File: src/rtl/lfsr11_pkg.sv
// Shared types and the LFSR step for the 11-bit generator arbiter.
// Polynomial x^11 + x^9 + 1, shifting toward the MSB, feedback into bit 0.
package lfsr11_pkg;

    localparam int LFSR_W = 11;
    localparam logic [LFSR_W-1:0] SEED_DEFAULT = 11'h7FF;

    typedef enum logic {
        IDLE,
        SERVE
    } arb_state_t;

    function automatic logic [LFSR_W-1:0] lfsr11_next(input logic [LFSR_W-1:0] q);
        return {q[9:0], q[8] ^ q[10]};
    endfunction

endpackage

File: src/rtl/lfsr11_rr_pick.sv
// Circular priority picker: first asserted req at or after ptr.
// Latency: combinational. Backpressure: none, pure function of inputs.
// found is low when no request is asserted (idx is then 0).
module lfsr11_rr_pick #(
    parameter int N     = 4,
    parameter int PTR_W = 2
) (
    input  logic [N-1:0]     req,
    input  logic [PTR_W-1:0] ptr,
    output logic             found,
    output logic [PTR_W-1:0] idx
);

    always_comb begin
        int j;
        logic [PTR_W-1:0] jj;
        found = 1'b0;
        idx   = '0;
        j     = 0;
        jj    = '0;
        for (int k = 0; k < N; k++) begin
            j = int'(ptr) + k;
            if (j >= N) j = j - N;
            jj = PTR_W'(j);
            if (!found && req[jj]) begin
                found = 1'b1;
                idx   = jj;
            end
        end
    end

endmodule

File: src/rtl/lfsr11_share_arb.sv
// Round-robin sharing of one 11-bit LFSR; each grant returns the current word and steps it.
// Latency: req sampled at edge t -> gnt/rsp registered at edge t (visible the following cycle).
// Backpressure: requesters hold req level; bursts capped at MAX_BURST. LFSR_STATS_EN adds word_cnt/period_wrap.
module lfsr11_share_arb
    import lfsr11_pkg::*;
#(
    parameter int                NUM_REQ   = 4,
    parameter int                MAX_BURST = 4,
    parameter logic [LFSR_W-1:0] SEED_INIT = SEED_DEFAULT
) (
    input  logic               clk,
    input  logic               rst_n,
    input  logic [NUM_REQ-1:0] req,
    output logic [NUM_REQ-1:0] gnt,
    output logic               rsp_valid,
    output logic [LFSR_W-1:0]  rsp_data,
    input  logic               seed_load,
    input  logic [LFSR_W-1:0]  seed_value,
    output logic               seed_err,
    output logic               busy
`ifdef LFSR_STATS_EN
    ,
    output logic [15:0]        word_cnt,
    output logic               period_wrap
`endif
);

    localparam int PTR_W = (NUM_REQ > 1) ? $clog2(NUM_REQ) : 1;
    localparam logic [3:0] BURST_MAX = 4'(MAX_BURST);

    arb_state_t        state;
    logic [PTR_W-1:0]  rr_ptr;
    logic [PTR_W-1:0]  owner;
    logic [PTR_W-1:0]  owner_inc;
    logic [PTR_W-1:0]  pick_ptr;
    logic [PTR_W-1:0]  pick_idx;
    logic              pick_found;
    logic [3:0]        burst_cnt;
    logic [LFSR_W-1:0] lfsr_q;
    logic              cont;
    logic              deliver;

    function automatic logic [NUM_REQ-1:0] onehot(input logic [PTR_W-1:0] i);
        onehot    = '0;
        onehot[i] = 1'b1;
    endfunction

    assign owner_inc = (owner == PTR_W'(NUM_REQ - 1)) ? '0 : owner + 1'b1;
    // While serving, any re-pick is a handoff and starts just past the owner.
    assign pick_ptr  = (state == SERVE) ? owner_inc : rr_ptr;
    assign cont      = (state == SERVE) && req[owner] && (burst_cnt < BURST_MAX);
    assign deliver   = !seed_load && (cont || pick_found);

    lfsr11_rr_pick #(
        .N     (NUM_REQ),
        .PTR_W (PTR_W)
    ) u_pick (
        .req   (req),
        .ptr   (pick_ptr),
        .found (pick_found),
        .idx   (pick_idx)
    );

    always_ff @(posedge clk or negedge rst_n) begin
        if (!rst_n) begin
            state     <= IDLE;
            rr_ptr    <= '0;
            owner     <= '0;
            burst_cnt <= '0;
            lfsr_q    <= SEED_INIT;
            gnt       <= '0;
            rsp_valid <= 1'b0;
            rsp_data  <= '0;
            seed_err  <= 1'b0;
            busy      <= 1'b0;
        end else begin
            seed_err <= 1'b0;
            if (seed_load) begin
                if (seed_value != '0) lfsr_q <= seed_value;
                else                  seed_err <= 1'b1;
                if (state == SERVE) rr_ptr <= owner_inc;
                state     <= IDLE;
                busy      <= 1'b0;
                gnt       <= '0;
                rsp_valid <= 1'b0;
            end else if (cont) begin
                burst_cnt <= burst_cnt + 1'b1;
                gnt       <= onehot(owner);
                rsp_valid <= 1'b1;
            end else begin
                if (state == SERVE) rr_ptr <= owner_inc;
                if (pick_found) begin
                    owner     <= pick_idx;
                    burst_cnt <= 4'd1;
                    state     <= SERVE;
                    busy      <= 1'b1;
                    gnt       <= onehot(pick_idx);
                    rsp_valid <= 1'b1;
                end else begin
                    state     <= IDLE;
                    busy      <= 1'b0;
                    gnt       <= '0;
                    rsp_valid <= 1'b0;
                end
            end
            if (deliver) begin
                rsp_data <= lfsr_q;
                lfsr_q   <= lfsr11_next(lfsr_q);
            end
        end
    end

`ifdef LFSR_STATS_EN
    logic [LFSR_W-1:0] last_seed;

    always_ff @(posedge clk or negedge rst_n) begin
        if (!rst_n) begin
            word_cnt    <= '0;
            period_wrap <= 1'b0;
            last_seed   <= SEED_INIT;
        end else begin
            period_wrap <= deliver && (lfsr11_next(lfsr_q) == last_seed);
            if (seed_load && (seed_value != '0)) begin
                word_cnt  <= '0;
                last_seed <= seed_value;
            end else if (deliver && (word_cnt != 16'hFFFF)) begin
                word_cnt <= word_cnt + 16'd1;
            end
        end
    end
`endif

endmodule

File: config.mk
export PLATFORM = sky130hd
export DESIGN_NAME = lfsr11_share_arb
export DESIGN_NICKNAME = d
export VERILOG_FILES = /design/src/rtl/lfsr11_pkg.sv /design/src/rtl/lfsr11_rr_pick.sv /design/src/rtl/lfsr11_share_arb.sv
export SDC_FILE = /design/constraint.sdc
export NUM_CORES = 1
export LEC_CHECK = 0
export ABC_AREA = 1
export CAP_MARGIN = 5
export CELL_PAD_IN_SITES_DETAIL_PLACEMENT = 0
export CELL_PAD_IN_SITES_GLOBAL_PLACEMENT = 1
export CORE_UTILIZATION = 35
export CTS_CLUSTER_SIZE = 30
export DETAILED_ROUTE_END_ITERATION = 8
export GPL_TIMING_DRIVEN = 0
export PLACE_DENSITY = 0.85
export SLEW_MARGIN = 20
export SYNTH_ARGS = -nofsm -noshare
export SYNTH_HDL_FRONTEND = slang
export SYNTH_SLANG_ARGS = --single-unit
File: constraint.sdc
create_clock -name clk -period 2.2 [get_ports clk]
set_clock_uncertainty 0.1 [all_clocks]
set_input_delay 0.55 -clock clk [delete_from_list [all_inputs] [get_ports clk]]
set_output_delay 0.55 -clock clk [all_outputs]
set_load 0.02 [all_outputs]
==> metrics.log <==
INFO  metric r2r-start = owner[0]
INFO  metric report.final.hold_viol_count = 0
INFO  metric finalSetupViolations = 0
INFO  metric synth_compound_area_share = 3.61%
INFO  metric maxCapViolations = 0
INFO  metric initial_antenna_violation_count = 0
INFO  metric ff2ff_path_depth = 15
INFO  metric globalplace.congestion = 0.801
INFO  metric post_synth_xor_area_fraction = 0.408%
INFO  metric synth-edff-count = 0
INFO  metric finalCriticalPeriod = 2.14 ns
INFO  metric grt_max_degree = 23
INFO  metric reg2reg_setup_slack = 0.06 ns
INFO  metric maxClockFrequency = 467 MHz
INFO  metric place.port_buffers = 35
INFO  metric grt_overflow = 0
INFO  metric cts_hold_repair.buffers = 0
INFO  metric syn2layout_area_growth = 43.5%
INFO  metric ys_seq_area_share = 43.7%
INFO  metric async_flop_share = 100%
INFO  metric route.vias.total = 2,094
INFO  metric syn_area_per_cell = 7.46 µm²
INFO  metric die_height = 80.3 µm
INFO  metric die-width = 80.3 µm
INFO  metric synthFlopType = sky130_fd_sc_hd__dfrtp_1
INFO  metric estimated_wirelength_of_the_detail_placed_design = 3820 µm
INFO  metric combinational_family_with_the_most_area_after_synthesis = simple AND/OR/NAND/NOR gates
INFO  metric insertedDiodeCount = 0
INFO  metric timing.critical_path.required = 2.33 ns
INFO  metric h-tree-depth = 2
INFO  metric drt_first_pass_iters = 4
INFO  metric hold_class = input pin to async pin
INFO  metric slew_at_the_pin_with_the_worst_max_slew_slack = 0.457 ns
INFO  metric final_area = 3080 µm²
INFO  metric routed_via_density = 4.85
INFO  metric yosysWarningCount = 0
INFO  metric peakVddDrop = 619 µV
INFO  metric cts_tree = done
INFO  metric ctsLongestPathBuffers = 2
INFO  metric critical_path_start_type = flop
INFO  metric setup.worst_path.end_class = flop
INFO  metric static_leakage = 0.00156 µW
INFO  metric mappedNetlistArea = 2150 µm²
INFO  metric i_o_pin_count = 36
INFO  metric synth_top_cell_area_share = 30.3%
INFO  metric cts.clk_slew.worst_paths = 0.07 ns
INFO  metric synth_fa_ha_area_share = 2.91%
INFO  metric clock-root-buffer = sky130_fd_sc_hd__clkbuf_8
INFO  metric worstSkewPairLatency = 0.29 ns
INFO  metric final_nets = 379
INFO  metric layout-drive-gt1-share = 29.4%
INFO  metric clock_sinks = 37
INFO  metric design.core.area = 5920 µm²
INFO  metric timing_max_transition_violations_final = 0
INFO  metric period_share = 97.3%
INFO  metric crit_fanout = 8
INFO  metric post-layout-total-power = 4130 µW
INFO  metric power.density = 1340 nW/µm²
INFO  metric synth_cells = 288
INFO  metric synth.largest_area_cell = sky130_fd_sc_hd__dfrtp_1
INFO  metric synth.area.mux_share = 0%
INFO  metric via_count_of_the_first_global_routing_pass = 2,009
INFO  metric status = completed
INFO  metric drtAntennaViolNets = 0
INFO  metric initialDrtViolationCount = 96
INFO  metric setup_repair_after_global_routing_missed_its_margin = true
INFO  metric die-area = 6460 µm²
INFO  metric postPlaceCellArea = 2620 µm²
INFO  metric post_drt_wl_per_cell = 13.1 µm
INFO  metric synth_cell_type_count = 28
INFO  metric r2r-end = lfsr_q[5]
INFO  metric synth.most_common_cell = sky130_fd_sc_hd__nand2_1
INFO  metric crit_arrival = 2.27 ns
INFO  metric synth_top_cells_by_area = sky130_fd_sc_hd__dfrtp_1, sky130_fd_sc_hd__nand2_1, sky130_fd_sc_hd__dfstp_2, sky130_fd_sc_hd__nand3_1, sky130_fd_sc_hd__inv_1
INFO  metric postSynthNetCount = 311
INFO  metric timing_worst_setup_path_type = flop to flop
INFO  metric track_usage = 18.4%
INFO  metric synth_commonest_cells = sky130_fd_sc_hd__nand2_1, sky130_fd_sc_hd__nand3_1, sky130_fd_sc_hd__dfrtp_1
INFO  metric yosys.area_share.simple = 42.3%
INFO  metric worst_hold_slack = 0.0881 ns
INFO  metric grt_first_pass_wirelength = 9200 µm
INFO  metric fp-row-count = 28
INFO  metric flip_flop_and_latch_count_after_synthesis = 37
INFO  metric floorplan.initialDensity = 36.3%
INFO  metric timing.max_slew.rel_slack = 69.5%
INFO  metric remaining_drc_errors = 0
INFO  metric numCtsBuffers = 5
INFO  metric postRouteWirelength = 5660 µm
-- sequential cells by signal, indices dropped and copies added (netlist names) --
| register | count |
|---|---|
| gnt | 4 |
| rsp_data | 11 |
| rsp_valid | 1 |
| owner | 2 |
| lfsr_q | 11 |
| state | 1 |
| burst_cnt | 4 |
| seed_err | 1 |
| rr_ptr | 2 |
-- report_power, final --
part / internal, µW / total (µW) / leakage [µW] / switching [µW]
clock network: 256 / 491 / 0.0000455 / 236
registers: 952 / 1100 / 0.000441 / 151
logic: 1120 / 2540 / 0.00107 / 1420
total: 2330 / 4130 / 0.00156 / 1800
-- repair_timing --
| item | 4_1_cts | 5_1_grt |
|---|---|---|
| pin swaps | 7 | 16 |
| endpoints found under the setup margin | 34 | 35 |
| cloned | 1 | 0 |
| resized for setup | 15 | 39 |
| setup buffers | 17 | 7 |
| endpoints found under the hold margin | 0 | 0 |
-- kinds of logic (layout without fill, tap and decap cells) --
logic type,Yosys count,count (layout)
and+or+nand+nor,204,204
DFF,37,37
buffers and inverters,28,97
AOI/OAI and AO/OA,13,13
adders and majority gates,5,5
xor gates and xnor gates,1,1
-- routing by layer --
metal,vias to the layer above,routed length (µm),track usage (%),part of all wire [%]
li1,1051,-,-,-
met5,-,0,0,0
met4,0,71,5.36,1.3
met1,986,2490,24.3,44
met3,6,308,4.09,5.4
met2,51,2790,30.0,49
-- per-stage QoR --
| stage | std cells | setup slack [ns] | util [%] | setup TNS [ns] |
|---|---|---|---|---|
| after floorplan | 288 | 0.0394 | - | 0 |
| after global placement | 398 | -0.395 | 43.8 | -20.53 |
| after detailed placement | 399 | -0.400 | 44.2 | -12.11 |
| after CTS | 425 | 0.00680 | 48.9 | 0 |
| after global routing | 432 | -0.0776 | 52.1 | -0.458 |
| final | 432 | 0.0598 | 52.1 | 0 |
-- layout make-up --
type                            instances  area [µm²]
Fill cell                             573        2840
Multi-Input combinational cell        223        1220
Sequential cell                        37         942
Timing Repair Buffer                   61         576
Tap cell                               75        93.8
Buffer                                 10        91.3
Clock buffer                            8        90.1
Inverter                               18        67.6
-- critical path: stages (launching register included) --
cell and delay [ns]:
sky130_fd_sc_hd__dfrtp_2 0.45, sky130_fd_sc_hd__inv_2 0.08, sky130_fd_sc_hd__ha_4 0.28, sky130_fd_sc_hd__nand2_1 0.08
sky130_fd_sc_hd__nand2_4 0.10, sky130_fd_sc_hd__nand2_1 0.09, sky130_fd_sc_hd__nand2_4 0.09, sky130_fd_sc_hd__nand2_1 0.07
sky130_fd_sc_hd__nand2_2 0.09, sky130_fd_sc_hd__nand4_4 0.16, sky130_fd_sc_hd__nand2_4 0.16, sky130_fd_sc_hd__buf_6 0.14
sky130_fd_sc_hd__nand2_1 0.05, sky130_fd_sc_hd__nand2_1 0.05, sky130_fd_sc_hd__nand2_1 0.05, sky130_fd_sc_hd__nand2_1 0.06
-- how the worst max path moves through the flow --
stage / startpoint / end / slack (ns) / cells after the start
CTS: owner[0] / lfsr_q[3] / 0.007 / 16
floorplan: owner[0] / lfsr_q[10] / 0.04 / 15
global placement: rst_n / burst_cnt[1] / -0.40 / 1
finish: owner[0] / lfsr_q[5] / 0.06 / 15
global route: owner[0] / lfsr_q[3] / -0.08 / 15
detailed placement: owner[0] / lfsr_q[5] / -0.40 / 16
-- cell usage in the layout (no fill, tap or decap) --
master                            synthesis  routed
sky130_fd_sc_hd__or2_2                    1       1
sky130_fd_sc_hd__inv_2                    1       4
sky130_fd_sc_hd__nor2_4                   0       3
sky130_fd_sc_hd__nand3_2                  3       6
sky130_fd_sc_hd__inv_1                   17      14
sky130_fd_sc_hd__nand2_1                134     118
sky130_fd_sc_hd__nor3_1                   1       1
sky130_fd_sc_hd__clkbuf_2                 0       1
sky130_fd_sc_hd__buf_16                   0       1
sky130_fd_sc_hd__o21a_1                   1       1
sky130_fd_sc_hd__clkbuf_8                 0       6
sky130_fd_sc_hd__a21oi_1                  3       3
sky130_fd_sc_hd__buf_6                    4      10
sky130_fd_sc_hd__a21oi_2                  1       1
sky130_fd_sc_hd__dfrtp_2                  0       2
sky130_fd_sc_hd__nor2_1                   7       6
sky130_fd_sc_hd__nand4_1                  1       1
sky130_fd_sc_hd__ha_4                     0       2
sky130_fd_sc_hd__clkbuf_1                 2       3
sky130_fd_sc_hd__ha_1                     5       3
sky130_fd_sc_hd__nand2_4                  2       7
sky130_fd_sc_hd__clkdlybuf4s50_1          0      34
sky130_fd_sc_hd__o21bai_2                 1       1
sky130_fd_sc_hd__nor4_1                   3       3
sky130_fd_sc_hd__nand4_4                  1       1
sky130_fd_sc_hd__dfrtp_1                 26      24
sky130_fd_sc_hd__o21ai_0                  6       4
sky130_fd_sc_hd__dfstp_2                 11      11
sky130_fd_sc_hd__o21ai_2                  0       1
sky130_fd_sc_hd__and3_1                   1       1
sky130_fd_sc_hd__nand2_2                  9      20
sky130_fd_sc_hd__o21ai_1                  1       2
sky130_fd_sc_hd__xor2_1                   1       1
sky130_fd_sc_hd__nand3_1                 39      33
sky130_fd_sc_hd__buf_4                    4      23
sky130_fd_sc_hd__buf_2                    0       1
sky130_fd_sc_hd__nand3_4                  0       3
Power figures use the tool's default switching activity.
